--- config.mk ---
export PLATFORM = sky130hd
export DESIGN_NAME = mux_rr_4to1
export DESIGN_NICKNAME = d
export VERILOG_FILES = /design/src/rtl/mux_rr_4to1.sv
export SDC_FILE = /design/constraint.sdc
export NUM_CORES = 1
export LEC_CHECK = 0
export BUFFER_PORTS_ARGS = -buffer_cell sky130_fd_sc_hd__buf_2
export CAP_MARGIN = 30
export CORE_ASPECT_RATIO = 1.2
export CORE_UTILIZATION = 31
export CTS_BUF_LIST = sky130_fd_sc_hd__clkbuf_16
export CTS_CLUSTER_SIZE = 20
export DETAILED_ROUTE_END_ITERATION = 10
export PLACE_DENSITY_LB_ADDON = 0.3
export SETUP_SLACK_MARGIN = 0.1
export SLEW_MARGIN = 15
export SYNTH_ARGS = -nofsm -noshare
export SYNTH_HDL_FRONTEND = slang
export SYNTH_SLANG_ARGS = --single-unit
--- constraint.sdc ---
create_clock -name clk -period 2.31 [get_ports clk]
set_clock_uncertainty 0.05 [all_clocks]
set_input_delay 0.231 -clock clk [delete_from_list [all_inputs] [get_ports clk]]
set_output_delay 0.231 -clock clk [all_outputs]
set_load 0.01 [all_outputs]
--- src/rtl/mux_rr_4to1.sv ---
// mux_rr_4to1: four-lane round-robin merge of show-ahead FIFOs into one registered stream.
// Optional MUX_PARITY_EN adds a registered even-parity output aligned with data_out.
module mux_rr_4to1 #(
    parameter int BW = 8
) (
    input  logic          clk,
    input  logic          reset_L,
    input  logic [BW-1:0] data_in0,
    input  logic [BW-1:0] data_in1,
    input  logic [BW-1:0] data_in2,
    input  logic [BW-1:0] data_in3,
    input  logic [3:0]    empty,
    input  logic          pause,
    output logic [3:0]    pop,
    output logic [BW-1:0] data_out,
    output logic          valid_out,
`ifdef MUX_PARITY_EN
    output logic          parity_out,
`endif
    output logic [1:0]    lane_out
);
    typedef enum logic {INIT, ACTIVE} state_t;
    state_t        r_state;
    logic [1:0]    r_ptr;
    logic [BW-1:0] r_data;
    logic [1:0]    r_lane;
    logic          r_valid;
    logic [1:0]    w_p1, w_p2, w_p3, w_sel;
    logic          w_grant;
    logic [BW-1:0] w_lane [4];
    assign w_p1 = r_ptr + 2'd1;
    assign w_p2 = r_ptr + 2'd2;
    assign w_p3 = r_ptr + 2'd3;
    // First non-empty lane in rotation order starting at the pointer.
    assign w_sel = !empty[r_ptr] ? r_ptr : !empty[w_p1] ? w_p1 : !empty[w_p2] ? w_p2 : w_p3;
    assign w_grant = (r_state == ACTIVE) && !pause && reset_L && !(&empty);
    assign pop = w_grant ? 4'b0001 << w_sel : 4'b0000;
    assign w_lane[0] = data_in0;
    assign w_lane[1] = data_in1;
    assign w_lane[2] = data_in2;
    assign w_lane[3] = data_in3;
    assign data_out  = r_data;
    assign valid_out = r_valid;
    assign lane_out  = r_lane;
`ifdef MUX_PARITY_EN
    logic r_par;
    assign parity_out = r_par;
    always_ff @(posedge clk or negedge reset_L) begin
        if (!reset_L)
            r_par <= 1'b0;
        else if (w_grant)
            r_par <= ^w_lane[w_sel];
    end
`endif
    always_ff @(posedge clk or negedge reset_L) begin
        if (!reset_L) begin
            r_state <= INIT;
            r_ptr   <= 2'd0;
            r_data  <= '0;
            r_lane  <= 2'd0;
            r_valid <= 1'b0;
        end else begin
            r_state <= ACTIVE;
            r_valid <= w_grant;
            if (w_grant) begin
                r_data <= w_lane[w_sel];
                r_lane <= w_sel;
                r_ptr  <= w_sel + 2'd1;
            end
        end
    end
endmodule

# Word-level counts from Yosys, hierarchy flattened
# Index checks and enable logic that the tools add are counted.
[word_totals] ff_bits=14 inputBits=39
[op_classes] addsub=4 magnitude_cmp=4 shifts=1 muxes=13 bitwise_logic=1 reduce_logical=6
[op_table] operator="binary-select mux 8 bit (select 2 bit)" count=1
[op_table] operator="two-way mux 8 bit" count=2
[op_table] operator="less-than comparator 2 x 3 -> 1 bit, second input constant" count=3
[op_table] operator="binary-select mux 1 bit (select 2 bit)" count=3
[op_table] operator="two-way mux 2 bit" count=3
[op_table] operator="adder 2 x 1 -> 2 bit, second input constant" count=2
[op_table] operator="adder 2 bit, second input constant" count=2
[op_table] operator="two-way mux 4 bit" count=1
[op_table] operator="AND reduction 4 bit" count=1
[op_table] operator="left shift 1 x 2 -> 4 bit, first input constant" count=1
[op_table] operator=">= comparator 3 bit, second input constant" count=1
[op_table] operator="logical AND 1 bit" count=3
[op_table] operator="two-way mux 1 bit" count=3
[op_table] operator="inverter 2 -> 3 bit" count=1
[op_table] operator="logical NOT 1 bit" count=2

# Logic depth before layout (Yosys ltp)
# Gate-level depths: netlist of run 1.
[logic_depth] word_depth=10 depth_mapped=8 ltp_nobuf=5

# Worst setup path before layout of run 1
# No wires, ideal clock.
[synth_timing] path_kind="reg-to-reg" startpoint="register r_ptr[1]" endpoint="register r_data[0], in the netlist data_out[0]" setup_ns=0.145 arrival_time_ns=1.648 required_time_ns=2.115 path_slack_ns=0.467 stages_incl_launch_ff=9 n_path_buf=3 synth_period_minus_slack_ns=1.843 path_cell_list="dfrtp_1 > buf_6 > or2_1 > a21o_1 > buf_6 > and2_4 > buf_6 > a2111oi_0 > a311oi_1"
[synth_between] elab_chain_len=10
[synth_rtl] item="start, declared" line_no="24" rtl="logic [1:0] r_ptr;"
[synth_rtl] item="start signal, assigned" line_no="68" rtl="r_ptr <= w_sel + 2'd1;"
[synth_rtl] item="adder 2 bit" line_no="32" rtl="assign w_p2 = r_ptr + 2'd2;"
[synth_rtl] item="binary-select mux 1 bit (select 2 bit)" line_no="35" rtl="assign w_sel = !empty[r_ptr] ? r_ptr : !empty[w_p1] ? w_p1 : !empty[w_p2] ? w_p2 : w_p3;"
[synth_rtl] item="two-way mux 1 bit (not written as such)" line_no="35"
[synth_rtl] item="two-way mux 2 bit (2 in series)" line_no="35"
[synth_rtl] item="two-way mux 2 bit *" line_no="35"
[synth_rtl] item="inverter 2 -> 3 bit (not written as such) *" line_no="66" rtl="r_data <= w_lane[w_sel];"
[synth_rtl] item="binary-select mux 8 bit (select 2 bit) *" line_no="66"
[synth_rtl] item="two-way mux 8 bit (not written as such) * (2 in series)" line_no="66"
[synth_rtl] item="end signal, assigned" line_no="66"
[synth_rtl] item="end, declared" line_no="25" rtl="logic [BW-1:0] r_data;"
# Every way passes the cells marked *; elsewhere a longest branch is shown, timed or not. The select of a mux whose other input is x is not followed.
# A chain may end at the register's enable or synchronous reset.

# Worst setup path in the final report of run 1
[layout_timing] startpoint="register r_ptr[1]" endpoint="output port pop[1]"
[layout_between] elab_chain_len=8
[layout_rtl] item="adder 2 bit" line_no="32"
[layout_rtl] item="binary-select mux 1 bit (select 2 bit)" line_no="35"
[layout_rtl] item="two-way mux 1 bit (not written as such)" line_no="35"
[layout_rtl] item="two-way mux 2 bit (2 in series)" line_no="35"
[layout_rtl] item="two-way mux 2 bit *" line_no="35"
[layout_rtl] item="left shift 1 x 2 -> 4 bit *" line_no="37" rtl="assign pop = w_grant ? 4'b0001 << w_sel : 4'b0000;"
[layout_rtl] item="two-way mux 4 bit *" line_no="37"
[layout_rtl] item="end, declared" line_no="14" rtl="output logic [3:0] pop,"
# Marks and branches as above.

==> reports/results.tsv, run 1 <==
metric	value	unit
cts.reportedPaths.clkPinSlew	0.05	ns
synth_top_area_share	39.83	%
setup_viol	0	
post_synth_inst_count	101	
cts_tree	built	
groute.usage.overall	18.87	%
area_growth_syn_to_layout	41.96	%
post_dp_cell_area	0.001147	mm2
share_clk_of_total_power	25.1	%
die-area	0.003055	mm2
fin_crit	2.112	ns
syn_avg_cell_area	8.709	um2
critPathCaptureType	output port	
timing.reg2reg.worst_path_depth	5	
synth_ff_type	dfrtp_1	
gpl.final_weighted_congestion	0.8022	
status	completed	
cp.required	2.03	ns
numCtsBuffers	3	
vdd.ir_drop.worst	0.0005520	V
cellLeakagePower	0.6102	nW
hp-start	data_in3[3]	
synthSimpleGateAreaFrac	20.77	%
switching_power	0.0004772	W
finish.instance_area	0.001249	mm2
ys_types	26	
synth_edf_count	0	
htree_num_levels	1	
power-per-cell-area	1025	mW/mm2
initial_utilization	33.80	%
synth_top_cells_by_count	23 x nand2_1, 14 x dfrtp_1, 10 x nor2_1	
async_flop_share	100.0	%
antenna_violating_nets_post_route	0	
synth_top_family_by_area	compound AO/OA/AOI/OAI gates	
rsz_0062_raised_after_global_routing	true	
synth_seq_cells	14	
fin_nets	195	
startpoint	r_ptr[1]	
core.rowCount	20	
critPathKind	flip-flop to output port	
routed_via_density	5.187	
power_frac_seq	32.3	%
route.detailed.wl_per_inst	13.86	um
dr.first_iter.drc_count	19	
tightestPinTransition	0.5039	ns
clock_tree.buffer_depth	2	
detail_route.wirelength	2592	um
yosys.area_share.adder	0	%
grt_max_degree	21	
timing.max_slew.rel_slack	65.54	%
nFillCells	278	
swShare	37.28	%
final.setup.tns	0	ns
grt_first_pass_wirelength	4229	um
routed-via-count	970	
dpl_wire_length	1925	um
yosysTopAreaCell	dfrtp_1	
combinationalPowerShare	42.6	%
max-cap-violations	0	
synth-xor-area-share	1.991	%
reg2reg_from	r_ptr[1]	
die_w	50.63	um
worst_setup_ep	pop[1]	
final.period_utilization	91.43	%
drt_pass1_iterations	3	
numClockSinks	14	
clk_latency	0.24	ns
cts_root_buffer	clkbuf_16	
synth.area.mux_share	0	%
ios	54	
antenna_found_initial	0	
port_buffers	53	
syn-cell-area	879.6	um2
synth.net_count	140	
internal-power	0.0008029	W
timing.critical_path.fanout_max	20	
cp-start-kind	flip-flop	
grt_pass1_vias	917	
hold_path.class	primary input to flip-flop	
synth_compound_area_share	30.44	%
synth_sequential_area_ratio	39.83	%
fp.dieH	60.35	um
final-max-slew-violation-count	0	
detail_route.drc_violations	0	
grt-ovfl-total	0	
post_route_cells_drive_above_1_share	40.26	%
post_synth_main_area_contributors	dfrtp_1 40%, nand2_1 9.8%, a2111oi_0 8.0%	
clock.fmax	0.4735	GHz
antenna-diode-count	0	
coreArea	0.002603	mm2
most_instantiated_library_cell_after_synthesis	nand2_1	
critical_path.reg2reg.endpoint	data_out[0]	
ys_warn_count	0	
r2r_setup_slk	0.27	ns
critical_path_arrival	1.83	ns
hold_viol_final	0	
[cells in the final DEF (no fill, tap or decap)]
cell / synthesis / layout
buf_2: 1 / 53
nand2_1: 23 / 23
dfrtp_1: 14 / 14
nor2_1: 10 / 10
a21boi_0: 8 / 8
a311oi_1: 8 / 8
a2111oi_0: 8 / 7
buf_4: 0 / 4
o21ai_0: 3 / 3
clkbuf_16: 0 / 3
a21o_1: 2 / 2
xnor2_1: 2 / 2
and3_1: 2 / 2
nand4_1: 1 / 1
nand4b_1: 1 / 1
inv_1: 1 / 1
or2_1: 1 / 1
o2bb2ai_1: 1 / 1
a22oi_2: 1 / 1
a32oi_1: 1 / 1
nand3_1: 1 / 1
and2_4: 1 / 1
nor3_1: 1 / 1
and2_1: 1 / 1
a2111oi_1: 0 / 1
o21a_1: 1 / 1
dlygate4sd3_1: 0 / 1
conb_1: 1 / 1
[power by group through the flow]
| stage | registers, W | clock network, W | logic [W] |
|---|---|---|---|
| after global routing | 0.000428 | 0.000343 | 0.000615 |
| after detailed placement | 0.000417 | 0 | 0.000532 |
| after global placement | 0.000410 | 0 | 0.000519 |
| final | 0.000414 | 0.000321 | 0.000545 |
| after CTS | 0.000415 | 0.000326 | 0.000533 |
| after floorplan | 0.000437 | 0 | 0.000365 |
[metal layers]
metal / up-vias / track usage (%) / wire length, um
li1: 477 / - / -
met1: 447 / 23.59 / 1220
met2: 41 / 30.86 / 1140
met3: 5 / 4.261 / 194
met4: 0 / 9.524 / 37
met5: - / 0 / 0
[stage by stage]
stage	instances	hold slack (ns)	utilization, %	worst slack [ns]	total power, W
2_1_floorplan	101	-0.1146	-	0.4669	0.0008024
3_3_place_gp	181	-0.006331	44.09	0.3819	0.0009290
3_5_place_dp	181	-0.009646	44.09	0.3135	0.0009483
4_1_cts	185	0.1961	47.36	0.1237	0.001274
5_1_grt	187	0.2064	47.98	0.04307	0.001386
6_report	187	0.1944	47.98	0.1979	0.001280
[worst min path at each step]
stage | end | slack, ns | cells after the start
2_1_floorplan | data_out[0] | -0.11 | 0
3_3_place_gp | data_out[7] | -0.006 | 1
3_5_place_dp | data_out[7] | -0.01 | 1
4_1_cts | data_out[3] | 0.20 | 3
5_1_grt | data_out[2] | 0.21 | 3
6_report | data_out[3] | 0.19 | 3
[area by class of cell]
class / instances / area [um2] / share of cell area, %
Clock buffer: 3 / 75.07 / 6.012
Inverter: 1 / 3.754 / 0.3006
Tap cell: 33 / 41.29 / 3.307
Sequential cell: 14 / 350.3 / 28.06
Multi-Input combinational cell: 78 / 473.0 / 37.88
Timing Repair Buffer: 58 / 305.3 / 24.45
[critical path: stages, from the launching register on]
cell and delay, ns:
dfrtp_1 0.47, or2_1 0.15, a21o_1 0.27, and2_4 0.33, nand2_1 0.12, nor2_1 0.12, buf_2 0.14
[sequential cells by signal, indices dropped and copies added, names as in the netlist]
signal and flops:
data_out 8, lane_out 2, r_ptr 2, r_state 1, valid_out 1
[kinds of logic (layout without fill, tap and decap cells)]
group / count (synthesis) / count (layout)
AND/OR/NAND/NOR: 42 / 42
XOR/XNOR: 2 / 2
other: 1 / 1
AO/OA/AOI/OAI: 33 / 33
buffers and inverters: 9 / 62
flip-flops: 14 / 14
[what timing repair did]
| item | CTS | global route |
|---|---|---|
| endpoints found under the setup margin | 0 | 4 |
| resized for setup | 0 | 1 |
| hold buffers | 1 | 0 |
| endpoints found under the hold margin | 14 | 0 |
| buffers inserted | 0 | 2 |
(Power assumes the default switching activity.)
==> run 2: changes to the inputs <==
--- a/config.mk
+++ b/config.mk
@@ -12,7 +12,6 @@
 export CTS_BUF_LIST = sky130_fd_sc_hd__clkbuf_16
 export CTS_CLUSTER_SIZE = 20
 export DETAILED_ROUTE_END_ITERATION = 10
-export PLACE_DENSITY_LB_ADDON = 0.3
 export SETUP_SLACK_MARGIN = 0.1
 export SLEW_MARGIN = 15
 export SYNTH_ARGS = -nofsm -noshare
==> reports/results.tsv, run 2 (synthesis gave the netlist of run 1 again) <==
metric	value	unit
numClockSinks	14	
power-per-cell-area	1031	mW/mm2
cts.reportedPaths.clkPinSlew	0.05	ns
finish.instance_area	0.001251	mm2
status	completed	
most-common-layout-cells	53 x buf_2, 22 x nand2_1, 14 x dfrtp_1	
timing.critical_path.fanout_max	20	
dr.first_iter.drc_count	12	
area_of_combinational_cells_with_multiple_inputs	475.5	um2
groute.layer.met3.usage	3.008	%
port_buffers	53	
timing.max_slew.rel_slack	63.73	%
area_growth_syn_to_layout	42.25	%
max-cap-violations	0	
final.period_utilization	89.98	%
grt.met2_usage	28.57	%
delay_heaviest_family_cp	simple AND/OR/NAND/NOR gates	
gpl.final_weighted_congestion	0.7876	
cp.required	2.03	ns
hold_path.class	primary input to flip-flop	
post_route_cells_drive_above_1_share	41.56	%
grt_first_pass_wirelength	4181	um
setup_viol	0	
drt_pass1_iterations	4	
antenna-diode-count	0	
ff_latch_area	350.3	um2
dpl_wire_length	1825	um
finalCoreUtilization	48.08	%
cts_root_buffer	clkbuf_16	
groute.usage.overall	18.45	%
route.detailed.wl_per_inst	13.39	um
tightestPinTransition	0.5303	ns
largest_register_ffs	8	
grt-busiest-layer	met2	
grt_max_degree	21	
clock.fmax	0.4811	GHz
clock_tree.buffer_depth	2	
use_met1	25.67	%
worst_path_max_delay_cell	dfrtp_1	
coreArea	0.002603	mm2
cts_tree	built	
layout.cells.most_common	buf_2	
hold_viol_final	0	
clk_latency	0.24	ns
die-area	0.003055	mm2
routed_via_density	5.091	
cp_num_buf_inv	1	
routed-via-count	952	
nFillCells	295	
critPathCaptureType	output port	
grt_pass1_vias	913	
r2r_setup_slk	0.27	ns
grt-ovfl-total	0	
initial_utilization	33.80	%
post_dp_cell_area	0.001147	mm2
cp-start-kind	flip-flop	
fin_nets	195	
core.rowCount	20	
detail_route.drc_violations	0	
cellLeakagePower	0.6101	nW
worstPathCellList	o2bb2ai_1, a22oi_2, and2_4, nand2_1, nor2_1, buf_2	
fin_crit	2.079	ns
detail_route.wirelength	2503	um
antenna_violating_nets_post_route	0	
vdd.ir_drop.worst	0.0004839	V
numPlacedInstances	181	
final.setup.tns	0	ns
finish.cell_count_without_fillers	187	
fp.dieH	60.35	um
numCtsBuffers	3	
critical_path.max_stage_delay	0.44	ns
htree_num_levels	1	
ios	54	
critical_path_arrival	1.80	ns
antenna_found_initial	0	
rsz_0062_raised_after_global_routing	false	
final-max-slew-violation-count	0	
die_w	50.63	um
critPathKind	flip-flop to output port	
-- run 2: changes by cell type in the layout (fill, tap and decap cells not counted) --
| cell | delta |
|---|---|
| a2111oi_0 | +1 |
| a2111oi_1 | -1 |
| a21o_1 | -1 |
| a21o_2 | +1 |
| nand2_1 | -1 |
| nand2_2 | +1 |
-- run 2: through the flow --
stage	hold WS, ns	power (W)	worst slack [ns]
2_1_floorplan	-0.1146	0.0008024	0.4669
4_1_cts	0.1996	0.001274	0.1407
6_report	0.1965	0.001290	0.2314
5_1_grt	0.2196	0.001395	0.1096
3_5_place_dp	0.1866	0.0009445	0.2713
3_3_place_gp	0.1867	0.0009306	0.3674
-- run 2: timing repair --
action | CTS | global route
gates resized for setup | 0 | 2
hold buffers | 1 | 0
endpoints found under the setup margin | 0 | 3
setup buffers | 0 | 2
endpoints found under the hold margin | 14 | 0
-- run 2: worst reg2reg max path: cells and delay by family, from the launching register on --
family	cells	cell delay (ns)
AND/OR/NAND/NOR	2	0.49
flip-flops	1	0.45
AO/OA/AOI/OAI	3	0.90
-- run 2: final timing paths --
kind / start / to / depth (start not counted)
worst max-delay path: r_ptr[0] / pop[1] / 6
worst min-delay path: data_in3[7] / data_out[7] / 3
worst max register to register: r_ptr[1] / data_out[1] / 5
worst min register to register: lane_out[1] / lane_out[1] / 1
max in group asynchronous: reset_L / lane_out[1] / 3
min in group asynchronous: reset_L / data_out[0] / 3
-- run 2: layout make-up --
| class | instances | area share [%] |
|---|---|---|
| clock buffer | 3 | 6.000 |
| inverter | 1 | 0.3000 |
| multi-input combinational | 78 | 38.00 |
| sequential | 14 | 28.00 |
| tap | 33 | 3.300 |
| timing repair buffer | 58 | 24.40 |
-- run 2: routing by layer --
metal  wire length (um)  up-vias
met2               1060       45
met4                 38        0
met3                172        4
met1               1231      422
met5                  0        -
li1                   -      481
-- run 2: report_power, final --
part | switching, W | internal [W]
Clock | 0.0000983 | 0.000226
Combinational | 0.000314 | 0.000237
Sequential | 0.0000721 | 0.000342
Total | 0.000484 | 0.000806
==> run 3: changes to the inputs <==
==> constraint.sdc (replaced) <==
create_clock -name clk -period 2.33 [get_ports clk]
set_clock_uncertainty 0.05 [all_clocks]
set_input_delay 0.233 -clock clk [delete_from_list [all_inputs] [get_ports clk]]
set_output_delay 0.233 -clock clk [all_outputs]
set_load 0.01 [all_outputs]
==> reports/results.tsv, run 3 (synthesis gave the netlist of run 1 again) <==
metric	value	unit
power_frac_seq	32.7	%
coreArea	0.002603	mm2
swShare	37.35	%
switching_power	0.0004710	W
antenna_found_initial	0	
post_route_cells_drive_above_1_share	39.87	%
cts.reportedPaths.clkPinSlew	0.04	ns
status	completed	
most-common-layout-cells	53 x buf_2, 23 x nand2_1, 14 x dfrtp_1	
max-cap-violations	0	
numCtsBuffers	3	
rsz_0062_raised_after_global_routing	true	
hold_path.class	primary input to flip-flop	
nFillCells	286	
cellLeakagePower	0.6057	nW
groute.usage.overall	18.12	%
grt-busiest-layer	met2	
final-max-slew-violation-count	0	
critPathCaptureType	output port	
die_w	50.63	um
antenna-diode-count	0	
clock.fmax	0.4711	GHz
fp.dieH	60.35	um
use_met1	24.84	%
grt_pass1_vias	909	
area_of_combinational_cells_with_multiple_inputs	473.0	um2
antenna_violating_nets_post_route	0	
grt-ovfl-total	0	
final.setup.tns	0	ns
timing.critical_path.fanout_max	20	
initial_utilization	33.80	%
cts_root_buffer	clkbuf_16	
htree_num_levels	1	
grt.met2_usage	28.19	%
largest_register_ffs	8	
die-area	0.003055	mm2
ff_latch_area	350.3	um2
numClockSinks	14	
drt_pass1_iterations	4	
route.detailed.wl_per_inst	13.56	um
gpl.final_weighted_congestion	0.7861	
grt_first_pass_wirelength	4133	um
layout.cells.most_common	buf_2	
post-place-ws	0.3057	ns
detail_route.wirelength	2523	um
hold_viol_final	0	
combinationalPowerShare	42.1	%
vdd.ir_drop.worst	0.0004801	V
cp-start-kind	flip-flop	
ios	54	
final.setup.worst_slack	0.2074	ns
clock_tree.buffer_depth	2	
fin_crit	2.123	ns
core.rowCount	20	
power-per-cell-area	1016	mW/mm2
final.period_utilization	91.10	%
clk_latency	0.24	ns
setup_viol	0	
groute.layer.met3.usage	3.258	%
area_growth_syn_to_layout	41.11	%
routed_via_density	5.167	
internal-power	0.0007899	W
port_buffers	53	
share_clk_of_total_power	25.2	%
fin_nets	194	
grt_max_degree	21	
dpl_wire_length	1842	um
critPathKind	flip-flop to output port	
critical_path_arrival	1.84	ns
detail_route.drc_violations	0	
routed-via-count	961	
cts_tree	built	
dr.first_iter.drc_count	16	
cp.required	2.05	ns
total_power	0.001261	W
## run 3: cell count changes in the layout (fill, tap and decap cells not counted), sizes merged
| cell | previous run | this run |
|---|---|---|
| buf | 57 | 56 |
## run 3: final timing paths
| kind | endpoint | startpoint | cells past startpoint | slack, ns |
|---|---|---|---|---|
| max | pop[1] | r_ptr[0] | 6 | 0.21 |
| min | data_out[2] | data_in2[2] | 3 | 0.20 |
| min reg2reg | lane_out[1] | lane_out[1] | 1 | 0.43 |
| max reg2reg | data_out[2] | r_ptr[0] | 5 | 0.35 |
| min in group asynchronous | data_out[4] | reset_L | 3 | 0.47 |
| max in group asynchronous | data_out[6] | reset_L | 3 | 1.59 |
## run 3: area by class of cell
cell class | instances | area share (%)
inverter | 1 | 0.3024
tap | 33 | 3.327
multi-input combinational | 78 | 38.10
clock buffer | 3 | 6.048
sequential | 14 | 28.23
timing repair buffer | 57 | 23.99
## run 3: power groups by stage
| stage | clock network [W] | registers, W | logic, W |
|---|---|---|---|
| final | 0.000318 | 0.000412 | 0.000531 |
| after global placement | 0 | 0.000405 | 0.000517 |
| after CTS | 0.000325 | 0.000412 | 0.000526 |
| after detailed placement | 0 | 0.000413 | 0.000523 |
| after global routing | 0.000337 | 0.000427 | 0.000599 |
| after floorplan | 0 | 0.000433 | 0.000362 |
## run 3: worst max-delay path, stage by stage (launching register included)
cell and delay (ns):
dfrtp_1 0.45, o2bb2ai_1 0.17, a22oi_2 0.29, and2_4 0.33, nand2_1 0.12, nor2_1 0.11, buf_2 0.14
## run 3: timing repair
action	CTS	global route
setup buffers	0	1
hold buffers	1	0
resized for setup	0	1
setup endpoints to repair	0	4
endpoints found under the hold margin	14	0
## run 3: through the flow
| stage | util (%) | hold slack (ns) | area [um2] | instances |
|---|---|---|---|---|
| detailed placement | 44.09 | 0.1929 | 1147 | 181 |
| global route | 47.69 | 0.2160 | 1241 | 186 |
| floorplan | - | -0.1126 | 879.6 | 101 |
| finish | 47.69 | 0.2004 | 1241 | 186 |
| CTS | 47.36 | 0.1985 | 1232 | 185 |
| global placement | 44.09 | 0.1887 | 1147 | 181 |
## run 3: routing by layer
| layer | vias up | share of wire (%) |
|---|---|---|
| met5 | - | 0 |
| li1 | 479 | - |
| met4 | 0 | 1.1 |
| met2 | 44 | 43 |
| met3 | 4 | 7.8 |
| met1 | 434 | 48 |
